===== config.mk =====
export PLATFORM = sky130hd
export DESIGN_NAME = fifo_rr_drain_flat
export DESIGN_NICKNAME = d
export VERILOG_FILES = /design/src/rtl/fifo_rr_drain_if.sv /design/src/rtl/fifo_rr_drain.sv /design/src/flat_wrapper.sv
export SDC_FILE = /design/constraint.sdc
export NUM_CORES = 1
export LEC_CHECK = 0
export CAP_MARGIN = 20
export CORE_AREA = 2 2 82 84
export CTS_BUF_LIST = sky130_fd_sc_hd__clkbuf_2
export DETAILED_ROUTE_END_ITERATION = 8
export DIE_AREA = 0 0 84 86
export PLACE_DENSITY_LB_ADDON = 0.25
export SYNTH_ARGS = -nofsm -noshare
export SYNTH_HDL_FRONTEND = slang
export SYNTH_SLANG_ARGS = --single-unit
export TNS_END_PERCENT = 50

===== constraint.sdc =====
create_clock -name clk -period 2.9 [get_ports clk]
set_clock_uncertainty 0.1 [all_clocks]
set_input_delay 0.58 -clock clk [delete_from_list [all_inputs] [get_ports clk]]
set_output_delay 0.58 -clock clk [all_outputs]
set_load 0.01 [all_outputs]

===== src/rtl/fifo_rr_drain_if.sv =====
// Lane-side FIFO handshake and registered output port of the round-robin drain.
// The master modport is the drain; the slave modport is the FIFOs plus the downstream sink.
interface fifo_rr_drain_if #(
    parameter int N_LANES = 4,
    parameter int WIDTH   = 8,
    parameter int LANE_W  = $clog2(N_LANES)
);
    logic                       en;
    logic [N_LANES-1:0]         fifo_empty;
    logic [N_LANES*WIDTH-1:0]   fifo_q;
    logic [N_LANES-1:0]         fifo_rd;
    logic                       out_valid;
    logic [WIDTH-1:0]           out_data;
    logic [LANE_W-1:0]          out_lane;
    logic                       out_ready;
    logic [31:0]                grant_cnt;
    logic                       idle;

    modport master (
        input  en, fifo_empty, fifo_q, out_ready,
        output fifo_rd, out_valid, out_data, out_lane, grant_cnt, idle
    );

    modport slave (
        output en, fifo_empty, fifo_q, out_ready,
        input  fifo_rd, out_valid, out_data, out_lane, grant_cnt, idle
    );
endinterface


===== src/rtl/fifo_rr_drain.sv =====
// Round-robin drain of N_LANES FIFOs into a single output register, allowing up to
// BURST back-to-back pops from one lane before the scan moves on.
module fifo_rr_drain #(
    parameter int N_LANES = 4,
    parameter int WIDTH   = 8,
    parameter int BURST   = 4,
    parameter int LANE_W  = $clog2(N_LANES)
) (
    input  logic            clk,
    input  logic            rstn,
    fifo_rr_drain_if.master bus
);
    // state   | meaning
    // S_IDLE  | burst_cnt == 0; the next grant comes from a round-robin scan
    // S_BURST | burst_cnt >  0; cur_lane is re-granted while non-empty and below BURST
    localparam int              BC_W      = $clog2(BURST + 1);
    localparam logic [BC_W-1:0] BURST_MAX = BC_W'(BURST);

    typedef enum logic {S_IDLE, S_BURST} state_t;

    state_t              w_state;
    logic [LANE_W-1:0]   r_cur_lane;
    logic [LANE_W-1:0]   w_cur_lane_nxt;
    logic [BC_W-1:0]     r_burst_cnt;
    logic [BC_W-1:0]     w_burst_cnt_nxt;
    logic                r_out_valid;
    logic [WIDTH-1:0]    r_out_data;
    logic [LANE_W-1:0]   r_out_lane;
    logic [31:0]         r_grant_cnt;
    logic                w_slot_free;
    logic                w_stay;
    logic                w_found;
    logic                w_grant;
    logic [LANE_W-1:0]   w_scan_lane;
    logic [LANE_W-1:0]   w_sel;
    logic [N_LANES-1:0]  w_rd;

    assign w_state     = (r_burst_cnt == '0) ? S_IDLE : S_BURST;
    assign w_slot_free = !r_out_valid || bus.out_ready;
    assign w_stay      = (w_state == S_BURST) && (r_burst_cnt < BURST_MAX)
                         && !bus.fifo_empty[r_cur_lane];

    // Scan from the farthest lane toward cur_lane+1 so the nearest non-empty lane wins.
    always_comb begin
        int                idx;
        logic [LANE_W-1:0] lane;
        idx         = 0;
        lane        = '0;
        w_found     = 1'b0;
        w_scan_lane = r_cur_lane;
        for (int k = N_LANES; k >= 1; k--) begin
            idx = int'(r_cur_lane) + k;
            if (idx >= N_LANES) idx = idx - N_LANES;
            lane = LANE_W'(idx);
            if (!bus.fifo_empty[lane]) begin
                w_found     = 1'b1;
                w_scan_lane = lane;
            end
        end
    end

    assign w_sel   = w_stay ? r_cur_lane : w_scan_lane;
    assign w_grant = rstn && bus.en && w_slot_free && w_found;

    always_comb begin
        w_rd = '0;
        if (w_grant) w_rd[w_sel] = 1'b1;
    end

    always_comb begin
        w_cur_lane_nxt  = r_cur_lane;
        w_burst_cnt_nxt = r_burst_cnt;
        if (w_grant) begin
            if (w_stay) begin
                w_burst_cnt_nxt = r_burst_cnt + 1'b1;
            end else begin
                w_cur_lane_nxt  = w_sel;
                w_burst_cnt_nxt = BC_W'(1);
            end
        end else if (!bus.en || w_slot_free) begin
            // Opportunity with nothing to pop, or grants disabled: the burst ends.
            w_burst_cnt_nxt = '0;
        end
    end

    always_ff @(posedge clk) begin
        if (!rstn) begin
            r_cur_lane  <= LANE_W'(N_LANES - 1);
            r_burst_cnt <= '0;
            r_out_valid <= 1'b0;
            r_out_data  <= '0;
            r_out_lane  <= '0;
            r_grant_cnt <= '0;
        end else begin
            r_cur_lane  <= w_cur_lane_nxt;
            r_burst_cnt <= w_burst_cnt_nxt;
            if (w_grant) begin
                r_out_valid <= 1'b1;
                r_out_data  <= bus.fifo_q[int'(w_sel)*WIDTH +: WIDTH];
                r_out_lane  <= w_sel;
                r_grant_cnt <= r_grant_cnt + 32'd1;
            end else if (w_slot_free) begin
                r_out_valid <= 1'b0;
            end
        end
    end

    assign bus.fifo_rd   = w_rd;
    assign bus.out_valid = r_out_valid;
    assign bus.out_data  = r_out_data;
    assign bus.out_lane  = r_out_lane;
    assign bus.grant_cnt = r_grant_cnt;
    assign bus.idle      = (&bus.fifo_empty) && !r_out_valid;
endmodule


===== src/flat_wrapper.sv =====
// flat-port wrapper written by rule: the top's interface ports become plain ports
module fifo_rr_drain_flat 
#(
    parameter int N_LANES = 4,
    parameter int WIDTH   = 8,
    parameter int BURST   = 4,
    parameter int LANE_W  = $clog2(N_LANES)
)
  (clk, rstn, bus_en, bus_fifo_empty, bus_fifo_q, bus_out_ready, bus_fifo_rd, bus_out_valid, bus_out_data, bus_out_lane, bus_grant_cnt, bus_idle);
  fifo_rr_drain_if #(.N_LANES(N_LANES), .WIDTH(WIDTH), .LANE_W(LANE_W)) bus_i ();
  input  logic clk;
  input  logic rstn;
  input wire logic [$bits(bus_i.en)-1:0] bus_en;
  input wire logic [$bits(bus_i.fifo_empty)-1:0] bus_fifo_empty;
  input wire logic [$bits(bus_i.fifo_q)-1:0] bus_fifo_q;
  input wire logic [$bits(bus_i.out_ready)-1:0] bus_out_ready;
  output wire logic [$bits(bus_i.fifo_rd)-1:0] bus_fifo_rd;
  output wire logic [$bits(bus_i.out_valid)-1:0] bus_out_valid;
  output wire logic [$bits(bus_i.out_data)-1:0] bus_out_data;
  output wire logic [$bits(bus_i.out_lane)-1:0] bus_out_lane;
  output wire logic [$bits(bus_i.grant_cnt)-1:0] bus_grant_cnt;
  output wire logic [$bits(bus_i.idle)-1:0] bus_idle;
  assign bus_i.en = bus_en;
  assign bus_i.fifo_empty = bus_fifo_empty;
  assign bus_i.fifo_q = bus_fifo_q;
  assign bus_i.out_ready = bus_out_ready;
  assign bus_fifo_rd = bus_i.fifo_rd;
  assign bus_out_valid = bus_i.out_valid;
  assign bus_out_data = bus_i.out_data;
  assign bus_out_lane = bus_i.out_lane;
  assign bus_grant_cnt = bus_i.grant_cnt;
  assign bus_idle = bus_i.idle;
  fifo_rr_drain #(.N_LANES(N_LANES), .WIDTH(WIDTH), .BURST(BURST), .LANE_W(LANE_W)) u_core (.clk(clk), .rstn(rstn), .bus(bus_i));
endmodule

# --- Word level (Yosys, flattened, before mapping) ---
# Cells that the tools add are included.
op_classes:
  reduce_logical: 17
  bitwise: 1
  magnitude_cmp: 12
  muxes: 32
  add_sub_neg: 10
  shifts: 1
op_table:
  columns: ["cell", "n"]
  rows:
  - ["$add 32x1->32 const B", 1]
  - ["$shiftx 32x6->8", 1]
  - ["$lt 2x3->1 const B", 6]
  - ["$mux 2", 9]
  - ["$mux 1", 13]
  - ["$bmux 1 s2", 5]
  - ["$ge 3x3->1 const B", 3]
  - ["$mux 3", 3]
  - ["$sub 2x1->2 const B", 4]
  - ["$logic_and 1x1->1", 7]
  - ["$add 2x2->3 const B", 2]
  - ["$add 2x3->4 const B", 1]
  - ["$ge 4x3->1 const B", 1]
  - ["$mux 4", 1]
  - ["$reduce_and 4->1", 1]
  - ["$reduce_bool 2->1", 2]
  - ["$add 2x1->3 const B", 1]
  - ["$add 3x1->3 const B", 1]
  - ["$logic_not 1->1", 3]
  - ["$logic_not 3->1", 1]
  - ["$lt 3x3->1 const B", 1]
  - ["$demux 1 s2", 1]
  - ["$ge 2x1->1 const B", 1]
  - ["$logic_or 1x1->1", 2]
  - ["other kinds (2)", 2]
totals:
  regBits: 48
  out_inout_bits: 48
  input_bits: 40

# --- Logic depth before layout (Yosys ltp) ---
# Gate-level depths: netlist of run 1.
logic_depth:
  depth_word: 15
  depth_mapped: 8
  ltp_nobuf: 7

# --- Worst setup path after synthesis of run 1 ---
# OpenSTA, ideal clock, no wires.
synth_path:
  path_type: "input port to output port"
  startpoint: "input bus_fifo_empty[3]"
  endpoint: "output bus_fifo_rd[2]"
  path_buffers: 1
  setup_slack_ps: 11
  arrival_time_ps: 2209
  required_ps: 2220
  path_stages: 6
  cell_sequence: "mux4_2 > or3_4 > o2111ai_4 > xor2_4 > buf_6 > nor3b_1"
synth_between:
  elab_chain_len: 12
synth_rtl:
  columns: ["element", "line_no", "source"]
  rows:
  - ["from (decl)", "flat_wrapper.sv:14", "input wire logic [$bits(bus_i.fifo_empty)-1:0] bus_fifo_empty;"]
  - ["$bmux 1 s2", "fifo_rr_drain.sv:55", "if (!bus.fifo_empty[lane]) begin"]
  - ["$mux 1 (not written as such)", "fifo_rr_drain.sv:55", null]
  - ["$mux 2 (4 in a row)", "fifo_rr_drain.sv:55", null]
  - ["$mux 2", "fifo_rr_drain.sv:62", "assign w_sel = w_stay ? r_cur_lane : w_scan_lane;"]
  - ["$lt 2x3->1 (not written as such) or $ge 2x1->1 (tied branches)", "fifo_rr_drain.sv:67", "if (w_grant) w_rd[w_sel] = 1'b1;"]
  - ["$logic_and 1x1->1 (not written as such)", "fifo_rr_drain.sv:67", null]
  - ["$mux 1 (not written as such)", "fifo_rr_drain.sv:67", null]
  - ["$demux 1 s2", null, null]
  - ["$mux 4 *", "fifo_rr_drain.sv:67", null]
  - ["to (decl)", "flat_wrapper.sv:17", "output wire logic [$bits(bus_i.fifo_rd)-1:0] bus_fifo_rd;"]
# Every way passes the cells marked *; elsewhere a longest branch is shown, timed or not. The select of a mux whose other input is x is not followed.

# --- Worst setup path in the final report of run 1 ---
layout_path:
  startpoint: "register u_core.r_cur_lane[1]"
  endpoint: "output bus_fifo_rd[2]"
layout_between:
  elab_chain_len: 15
layout_rtl:
  columns: ["element", "line_no", "source"]
  rows:
  - ["from (decl)", "fifo_rr_drain.sv:22", "logic [LANE_W-1:0] r_cur_lane;"]
  - ["from (signal assigned)", "fifo_rr_drain.sv:88", "r_cur_lane <= LANE_W'(N_LANES - 1);"]
  - ["from (signal assigned)", "fifo_rr_drain.sv:95", "r_cur_lane <= w_cur_lane_nxt;"]
  - ["$add 2x3->4", "fifo_rr_drain.sv:52", "idx = int'(r_cur_lane) + k;"]
  - ["$ge 4x3->1 or $sub 2x1->2 (tied branches)", "fifo_rr_drain.sv:53", "if (idx >= N_LANES) idx = idx - N_LANES;"]
  - ["$mux 2", "fifo_rr_drain.sv:53", null]
  - ["$bmux 1 s2", "fifo_rr_drain.sv:55", null]
  - ["$mux 1 (not written as such)", "fifo_rr_drain.sv:55", null]
  - ["$mux 2 (4 in a row)", "fifo_rr_drain.sv:55", null]
  - ["$mux 2", "fifo_rr_drain.sv:62", null]
  - ["$lt 2x3->1 (not written as such) or $ge 2x1->1 (tied branches)", "fifo_rr_drain.sv:67", null]
  - ["$logic_and 1x1->1 (not written as such)", "fifo_rr_drain.sv:67", null]
  - ["$mux 1 (not written as such)", "fifo_rr_drain.sv:67", null]
  - ["$demux 1 s2", null, null]
  - ["$mux 4 *", "fifo_rr_drain.sv:67", null]
# Marks and branches as above.

==> metrics.txt, run 1 <==
simple-gate area share of the yosys netlist=0.264; Synth Area in XOR/XNOR=0.105; Nets=423; die area=7220 um2; ANT cells=0; Power Density=397 nW/um2; CP Class=flop to output pin; # port buffers=87; CP top delay family=simple AND/OR/NAND/NOR gates; DRT Wirelength=6.04 mm; Most used DFF post-synth=dfxtp_1; Clock Path Buffers=2; number of flops mapped to enable cells by yosys=0; synthesized cell area=2520 um2; Yosys cell types=39; vias=2309; complex-gate fraction of the synthesized area=0.0875; CTS tree=yes; mux share of post-synthesis cell area=0.101; Syn Nets=322; DIE WIDTH=84 um; WHS=0.395 ns; Yosys top cell area share=0.382; Max H-tree Level=2; outcome=finished, violations left; WP data arrival=2.39 ns; Post-Synth Adder-Cell Area=0.0149; Final period util=1.06; pin count of the biggest net entering global routing=27; vias in the first global route=2130; Final Wtd Congestion=0.772; DP Wirelength=4.64 mm; worst setup margin=-0.173 ns; Commonest cells post-synth=48 x dfxtp_1, 38 x nor2_1, 22 x nand2_1, 15 x xnor2_1, 13 x nand4_1; row count=29; DRT antenna net count=0; synthesized instance count=279; largest family of logic cells by synthesized area=simple AND/OR/NAND/NOR gates; post-layout util=0.580; most frequent CP cell=buf_4; Slew @ Worst Pin=0.367 ns; Pleak=1.40 nW; pre-CTS setup slack=-0.709 ns; Final Hold Fails=0; Rel. slew slack=0.753; # DRC=0; core area=6280 um2; WL per Instance=13.2 um; Area Overhead vs Synth=44.6%; clock slew at reported path FFs=0.23 ns; Async SR Flop Fraction=0; gr ovfl total=0; area leader, netlist=dfxtp_1; CP Launch Type=flop; Hold Buf Count CTS=0; Clock Root Buffer=clkbuf_2; Max FO, Critical Path=4; Initial DRC Count=151; die height=86 um; worst-path cell chain=mux4_2 -> or3_4 -> nand2b_1 -> xor2_1 -> buf_4 -> buf_4 -> nor3b_2 -> buf_2; post-layout min period=3.07 ns; clk sinks=48; max_cap viols=0; most common cell in the netlist=dfxtp_1; fin. max-slew vios=0; delay of the slowest critical-path stage=0.48 ns; Bufs and invs on worst path=3; clk_lat worst skew=0.43 ns; CP Capture Type=output pin; register bit total from synthesis=48; Area contributors post-synth=dfxtp_1 38%, nor2_1 5.7%, mux4_2 5.4%, xnor2_1 5.2%, xor2_1 4.2%; post-synthesis sequential area ratio=0.382; initial antenna violation count=0; gr usage total=0.172; Hold/Removal Path Class=flop to flop; maximum vdd ir drop=0.204 mV; critical path required time=2.22 ns; RSZ-0062 raised after global routing=yes; fillers=558; first drt pass iteration count=4; Power Total=0.00144 W; mean area per synthesized cell=9.02 um2; top-level port count=88; CTS buffer count=5; failing checks=setup timing; final setup violation count=4; Initial Utilization=0.401; first-pass GRT wire length=10.3 mm; Critical-path top delay cell=mux4_2; DR vias/cell=5.04; Yosys warnings=0; fmax=325 MHz; fraction of layout cells with a size suffix above 1=0.131
==> worst paths after layout <==
path                                                       startpoint                               endpoint  slack, ns  cells after the start
worst min-delay path            u_core.bus.grant_cnt[31]$_SDFFE_PN0P_  u_core.bus.grant_cnt[31]$_SDFFE_PN0P_       0.40                      2
worst max register to register      u_core.r_cur_lane[1]$_SDFFE_PN1P_    u_core.bus.out_data[3]$_SDFFE_PN0P_       0.20                      8
worst min register to register  u_core.bus.grant_cnt[31]$_SDFFE_PN0P_  u_core.bus.grant_cnt[31]$_SDFFE_PN0P_       0.40                      2
worst max-delay path                u_core.r_cur_lane[1]$_SDFFE_PN1P_                         bus_fifo_rd[2]      -0.17                      8
==> cell type report <==
type,instances,area [um2],area share
multi-input combinational,205,1450,0.399
clock inverter,3,42.5,0.0117
tap,77,96.3,0.0265
timing repair buffer,111,1030,0.283
sequential,48,962,0.264
clock buffer,5,25.0,0.00687
inverter,9,33.8,0.00928
==> routing by layer <==
metal | wire (um) | GRT usage | vias to the layer above
met5 | 0 | 0 | -
li1 | - | - | 1183
met4 | 70 | 0.0484 | 0
met3 | 210 | 0.0366 | 5
met1 | 2690 | 0.217 | 1073
met2 | 3070 | 0.300 | 48
==> power breakdown <==
part | leakage [nW] | internal [W] | total (W) | switching, W
Clock | 0.0390 | 0.000144 | 0.000359 | 0.000216
Sequential | 0.389 | 0.000687 | 0.000702 | 0.0000142
Combinational | 0.972 | 0.000233 | 0.000384 | 0.000151
==> through the flow <==
stage               instance area [um2]  setup TNS [ns]  cells
finish                             3640          -0.502    458
global route                       3640           -1.08    458
CTS                                3630          -0.628    457
detailed placement                 3560           -5.94    447
global placement                   3560           -5.69    447
floorplan                          2520               0    279
==> placed cells by master, fill, tap and decap left out, drive strengths merged, types with 8 or more instances in the layout <==
master and count:
a21o 8, o21ai 8, buf 28, nor2 38
nand2 22, xnor2 15, nor3 10, mux4 9
dfxtp 48, clkdlybuf4s50 79, and3 10, inv 9
nand3 9, xor2 13, nand4 13
==> worst reg2reg max path, cell delays in order (launching register included) <==
cell and delay [ns]:
dfxtp_2 0.39, mux4_2 0.48, or3_4 0.36, o2111ai_4 0.11
xor2_4 0.22, buf_6 0.13, buf_4 0.15, mux4_2 0.51
a21o_1 0.19
==> registers in the layout, indices dropped and copies added (netlist names) <==
register              flops
u_core.bus.grant_cnt     32
u_core.r_cur_lane         2
u_core.bus.out_lane       2
u_core.r_burst_cnt        3
u_core.bus.out_valid      1
u_core.bus.out_data       8
==> cells by family after synthesis <==
logic type,after synthesis
adder cells (fa/ha/maj),3
buffers and inverters,26
AO/OA/AOI/OAI,31
flip-flops,48
XOR/XNOR,28
AND/OR/NAND/NOR,130
multiplexers,13
==> timing repair <==
item	in CTS	in global routing
gates resized for setup	23	2
setup endpoints to repair	4	4
pin swaps	2	3
gates cloned	0	0
buffers inserted	2	1
(Power assumes the default switching activity.)
==> run 2, diff against run 1 <==
GPL_TIMING_DRIVEN = 0   (was default)
==> metrics.txt, run 2 (synthesized netlist as in run 1, its figures left out) <==
# DRC=0 (unchanged); Hold/Removal Path Class=flop to flop; CP Capture Type=output pin; Clock Root Buffer=clkbuf_2; Worst setup endpoint=bus_fifo_rd[2]; max_cap viols=0 (unchanged); Rel. slew slack=0.680 (-0.0734); CP top delay family=buffers and inverters; DP Wirelength=4.69 mm (+1.2%); top-level port count=88 (unchanged); DR vias/cell=5.08 (+0.81%); Bufs and invs on worst path=4 (+1); pin count of the biggest net entering global routing=14 (-48%); Worst R2R Path Depth=8 (unchanged); DRT antenna net count=0 (unchanged); WL per Instance=13.6 um (+3.1%); start point of the critical path=bus_fifo_empty[3]; initial antenna violation count=0 (unchanged); Hold Buf Count CTS=0 (unchanged); Pleak=1.38 nW (-1.3%); vias in the first global route=2293 (+7.7%); first drt pass iteration count=4 (unchanged); die area=7220 um2 (unchanged); vias=2348 (+1.7%); R2R Path End=u_core.bus.out_data[5]$_SDFFE_PN0P_; worst r2r src=u_core.r_cur_lane[1]$_SDFFE_PN1P_; flop-to-flop setup slack=0.18 ns (-0.02 ns); DRT Wirelength=6.28 mm (+4.0%); failing checks=setup timing; Largest register FFs=32 (unchanged); top layer in use=met4; # port buffers=87 (unchanged); ANT cells=0 (unchanged); gr usage total=0.184 (+0.0115); gr ovfl total=0 (unchanged); CP Launch Type=input pin; final std cells w/o fill=462 (+0.87%); clk_lat worst skew=0.42 ns (about the same); met1 wire length=2.88 mm (+7.3%); fillers=560 (+0.36%); Placed Cells=443 (-0.89%); Final Hold Fails=0 (unchanged); critical path required time=2.22 ns (about the same); fraction of layout cells with a size suffix above 1=0.114 (-0.0169); worst-path cell chain=dlygate4sd2_1 -> mux4_2 -> or3_4 -> nand2b_4 -> xor2_2 -> buf_6 -> buf_4 -> nor3b_2 -> buf_2; clock slew at reported path FFs=0.21 ns (-0.02 ns); worst setup margin=-0.293 ns (-0.120 ns); CP Class=input pin to output pin; critical path depth=9 (+1); Critical-path top delay cell=mux4_2; maximum vdd ir drop=0.197 mV (-3.4%); delay of the slowest critical-path stage=0.49 ns (about the same); Max FO, Critical Path=7 (+3); Power Density=376 nW/um2 (-5.3%); Nets=427 (+0.95%); fin. max-slew vios=0 (unchanged); WP data arrival=2.51 ns (+0.12 ns); clock network power share=0.199 (-0.050); Final Wtd Congestion=0.781 (+1.2%); Max H-tree Level=2 (unchanged); outcome=finished, violations left; Flop pwr share=0.515 (+0.029); Int Pwr=0.000988 W (-7.2%); core area=6280 um2 (unchanged); Net Sw Frac=0.273 (+0.00981); Clock Path Buffers=2 (unchanged); Final period util=1.10 (+0.0413); DIE WIDTH=84 um (unchanged); Initial Utilization=0.401 (unchanged); WL met3=252 um (+20%); final setup violation count=4 (unchanged); setup TNS=-0.974 ns (-0.472 ns); metal2 WL=3.04 mm (-1.1%); Slew @ Worst Pin=0.480 ns (+0.114 ns); die height=86 um (unchanged); Initial DRC Count=87 (-42%); switching power=0.000372 W (-2.4%); clk sinks=48 (unchanged); commonest non-fill, non-tap cell in the layout=clkdlybuf4s50_1; CTS buffer count=5 (unchanged); Area Overhead vs Synth=43.6%; fmax=313 MHz (-3.8%); post-layout min period=3.19 ns (+0.120 ns); row count=29 (unchanged); Comb pwr share=0.286 (+0.020); first-pass GRT wire length=10.8 mm (+5.3%); most frequent cells in the layout=79 x clkdlybuf4s50_1, 47 x dfxtp_1, 38 x nor2_1; RSZ-0062 raised after global routing=yes; CTS tree=yes
==> run 2: what timing repair did <==
item	CTS	global route
gates resized for setup	30	0
pin swaps	3	3
buffers inserted	10	3
setup endpoints to repair	10	16
==> run 2: cell type report <==
type / count / area (um2) / share of cell area
Tap cell: 77 / 96.3 / 0.0266
Clock buffer: 7 / 35.0 / 0.00969
Inverter: 9 / 33.8 / 0.00934
Clock inverter: 1 / 3.75 / 0.00104
Sequential cell: 48 / 962 / 0.266
Buffer: 15 / 77.6 / 0.0215
Timing Repair Buffer: 100 / 943 / 0.261
Multi-Input combinational cell: 205 / 1460 / 0.405
==> run 2: through the flow <==
stage	setup WS [ns]	hold slack, ns	total power, W	utilization	area [um2]
global route	-0.356	0.434	0.00143	0.576	3620
finish	-0.293	0.401	0.00136	0.576	3620
floorplan	0.0110	0.354	0.000912	-	2520
CTS	-0.346	0.402	0.00138	0.575	3610
detailed placement	-1.22	0.375	0.00106	0.555	3480
global placement	-1.19	0.362	0.00105	0.555	3480
==> run 2: worst min path at each step <==
stage,from,end,slack [ns],cells past startpoint
6_report,u_core.bus.grant_cnt[31]$_SDFFE_PN0P_,u_core.bus.grant_cnt[31]$_SDFFE_PN0P_,0.40,2
5_1_grt,u_core.bus.grant_cnt[31]$_SDFFE_PN0P_,u_core.bus.grant_cnt[31]$_SDFFE_PN0P_,0.43,2
4_1_cts,u_core.bus.grant_cnt[31]$_SDFFE_PN0P_,u_core.bus.grant_cnt[31]$_SDFFE_PN0P_,0.40,2
3_5_place_dp,u_core.bus.grant_cnt[31]$_SDFFE_PN0P_,u_core.bus.grant_cnt[31]$_SDFFE_PN0P_,0.37,2
3_3_place_gp,u_core.bus.grant_cnt[31]$_SDFFE_PN0P_,u_core.bus.grant_cnt[31]$_SDFFE_PN0P_,0.36,2
2_1_floorplan,u_core.r_burst_cnt[0]$_SDFFE_PN0P_,u_core.r_burst_cnt[0]$_SDFFE_PN0P_,0.35,2
==> run 2: routing by layer <==
layer,vias to the layer above,global-route usage
li1,1193,-
met1,1101,0.228
met2,45,0.323
met3,9,0.0366
met4,0,0.0587
met5,-,0
==> run 2: worst reg2reg max path: cells and delay by family (launching register included) <==
kind / cells / cell delay (ns)
DFF: 1 / 0.39
buffers and inverters: 2 / 0.30
muxes: 2 / 0.99
AOI/OAI and AO/OA: 2 / 0.30
xor gates and xnor gates: 1 / 0.19
and+or+nand+nor: 1 / 0.39
==> run 2: power by group through the flow <==
stage          logic [W]  clock network, W  registers (W)
3_3_place_gp    0.000340                 0       0.000712
4_1_cts         0.000395          0.000284       0.000700
5_1_grt         0.000417          0.000310       0.000705
6_report        0.000389          0.000271       0.000700
2_1_floorplan   0.000190                 0       0.000722
3_5_place_dp    0.000344                 0       0.000712
==> run 3, diff against run 2 <==
DONT_BUFFER_PORTS = 1   (was default)
==> metrics.txt, run 3 (synthesized netlist as in run 1, its figures left out) <==
DIE WIDTH=84 um (unchanged); die height=86 um (unchanged); CTS tree=yes; # port buffers=0 (-100%); fmax=329 MHz (+5.1%); Pleak=1.04 nW (-25%); Rel. slew slack=0.632 (-0.0476); first drt pass iteration count=5 (+1); WL per Instance=15.3 um (+13%); Final period util=1.05 (-0.0537); post-layout util=0.444 (-0.132); WP data arrival=2.36 ns (-0.15 ns); row count=29 (unchanged); CTS buffer count=5 (unchanged); Initial Utilization=0.401 (unchanged); Hold/Removal Path Class=input pin to flop; core area=6280 um2 (unchanged); Slew @ Worst Pin=0.551 ns (+0.0714 ns); CP Capture Type=output pin; delay of the slowest critical-path stage=0.50 ns (about the same); maximum vdd ir drop=0.143 mV (-27%); Clock Root Buffer=clkbuf_2; Largest register FFs=32 (unchanged); DRT antenna net count=0 (unchanged); Clock Path Buffers=2 (unchanged); final setup violation count=4 (unchanged); gr ovfl total=0 (unchanged); fin. max-slew vios=0 (unchanged); clock slew at reported path FFs=0.23 ns (+0.02 ns); clk sinks=48 (unchanged); Initial DRC Count=85 (-2.3%); Nets=336 (-21%); gr usage total=0.161 (-0.0225); vias=2012 (-14%); pin count of the biggest net entering global routing=15 (+1); post-layout min period=3.04 ns (-0.156 ns); commonest non-fill, non-tap cell in the layout=dfxtp_1; ANT cells=0 (unchanged); Bufs and invs on worst path=1 (-3); DP Wirelength=4.19 mm (-11%); fraction of layout cells with a size suffix above 1=0.129 (+0.0150); worst setup margin=-0.137 ns (+0.156 ns); worst-path cell chain=mux4_2 -> or3_4 -> o2111ai_4 -> xor2_4 -> buf_8 -> nor3b_4; Critical-path top delay cell=mux4_2; Power Density=457 nW/um2 (+22%); DRT Wirelength=5.69 mm (-9.4%); outcome=finished, violations left; Final Hold Fails=0 (unchanged); DR vias/cell=5.42 (+6.7%); initial antenna violation count=0 (unchanged); Max FO, Critical Path=6 (-1); CP Launch Type=flop; most frequent cells in the layout=47 x dfxtp_1, 37 x nor2_1, 21 x nand2_1; top-level port count=88 (unchanged); max_cap viols=0 (unchanged); RSZ-0062 raised after global routing=yes; Placed Cells=356 (-20%); Final Wtd Congestion=0.752 (-3.8%); vias in the first global route=1874 (-18%); Max H-tree Level=2 (unchanged); Area Overhead vs Synth=10.6%; first-pass GRT wire length=9.41 mm (-13%); failing checks=setup timing; die area=7220 um2 (unchanged); clk_lat worst skew=0.42 ns (about the same); CP Class=flop to output pin; # DRC=0 (unchanged); CP top delay family=simple AND/OR/NAND/NOR gates; final std cells w/o fill=371 (-20%); critical path required time=2.22 ns (about the same)
[run 3: cell type report]
| class | count | area (um2) |
|---|---|---|
| buffer | 16 | 83.8 |
| clock buffer | 5 | 25.0 |
| clock inverter | 3 | 13.8 |
| fill | 631 | 3490 |
| inverter | 9 | 33.8 |
| multi-input combinational | 205 | 1510 |
| sequential | 48 | 962 |
| tap | 77 | 96.3 |
| timing repair buffer | 8 | 60.1 |
[run 3: what timing repair did]
action / in CTS / in global routing
setup endpoints to repair: 4 / 4
pin swaps: 3 / 5
hold buffers: 0 / 0
buffers inserted: 8 / 0
gates resized for setup: 15 / 3
[run 3: final timing paths]
kind / to / start / slack [ns] / cells after the start
worst min register to register: u_core.r_burst_cnt[0]$_SDFFE_PN0P_ / u_core.r_burst_cnt[0]$_SDFFE_PN0P_ / 0.41 / 2
worst max register to register: u_core.bus.out_data[6]$_SDFFE_PN0P_ / u_core.r_cur_lane[1]$_SDFFE_PN1P_ / 0.18 / 8
worst min-delay path: u_core.r_burst_cnt[0]$_SDFFE_PN0P_ / bus_en / 0.29 / 4
worst max-delay path: bus_fifo_rd[2] / u_core.r_cur_lane[1]$_SDFFE_PN1P_ / -0.14 / 6
[run 3: per-stage QoR]
stage | cell area (um2) | total power (W) | worst slack, ns | setup TNS [ns] | hold slack [ns]
floorplan | 2520 | 0.000912 | 0.0110 | 0 | 0.354
global placement | 2610 | 0.000949 | -0.219 | -0.580 | 0.372
detailed placement | 2610 | 0.000952 | -0.228 | -0.609 | 0.377
CTS | 2780 | 0.00128 | -0.257 | -0.952 | 0.262
global route | 2790 | 0.00134 | -0.267 | -0.962 | 0.256
finish | 2790 | 0.00127 | -0.137 | -0.486 | 0.292
[run 3: power breakdown]
part           total (W)  leakage (nW)  switching (W)  internal, W
clock           0.000270        0.0302       0.000215    0.0000542
sequential      0.000717         0.389      0.0000293     0.000688
combinational   0.000286         0.620       0.000129     0.000157
total            0.00127          1.04       0.000374     0.000899
[run 3: per-layer routing]
layer,vias to the layer above,share of wire,GRT usage
met3,7,0.065,0.0597
met2,55,0.48,0.260
li1,1008,-,-
met5,-,0,0
met1,942,0.44,0.200
met4,0,0.016,0.0557
[run 3: tightest hold or removal path, cell delays in order]
cell and delay, ns:
inv_1 0.03, nor2_1 0.06, nand2_1 0.07, a21oi_1 0.05
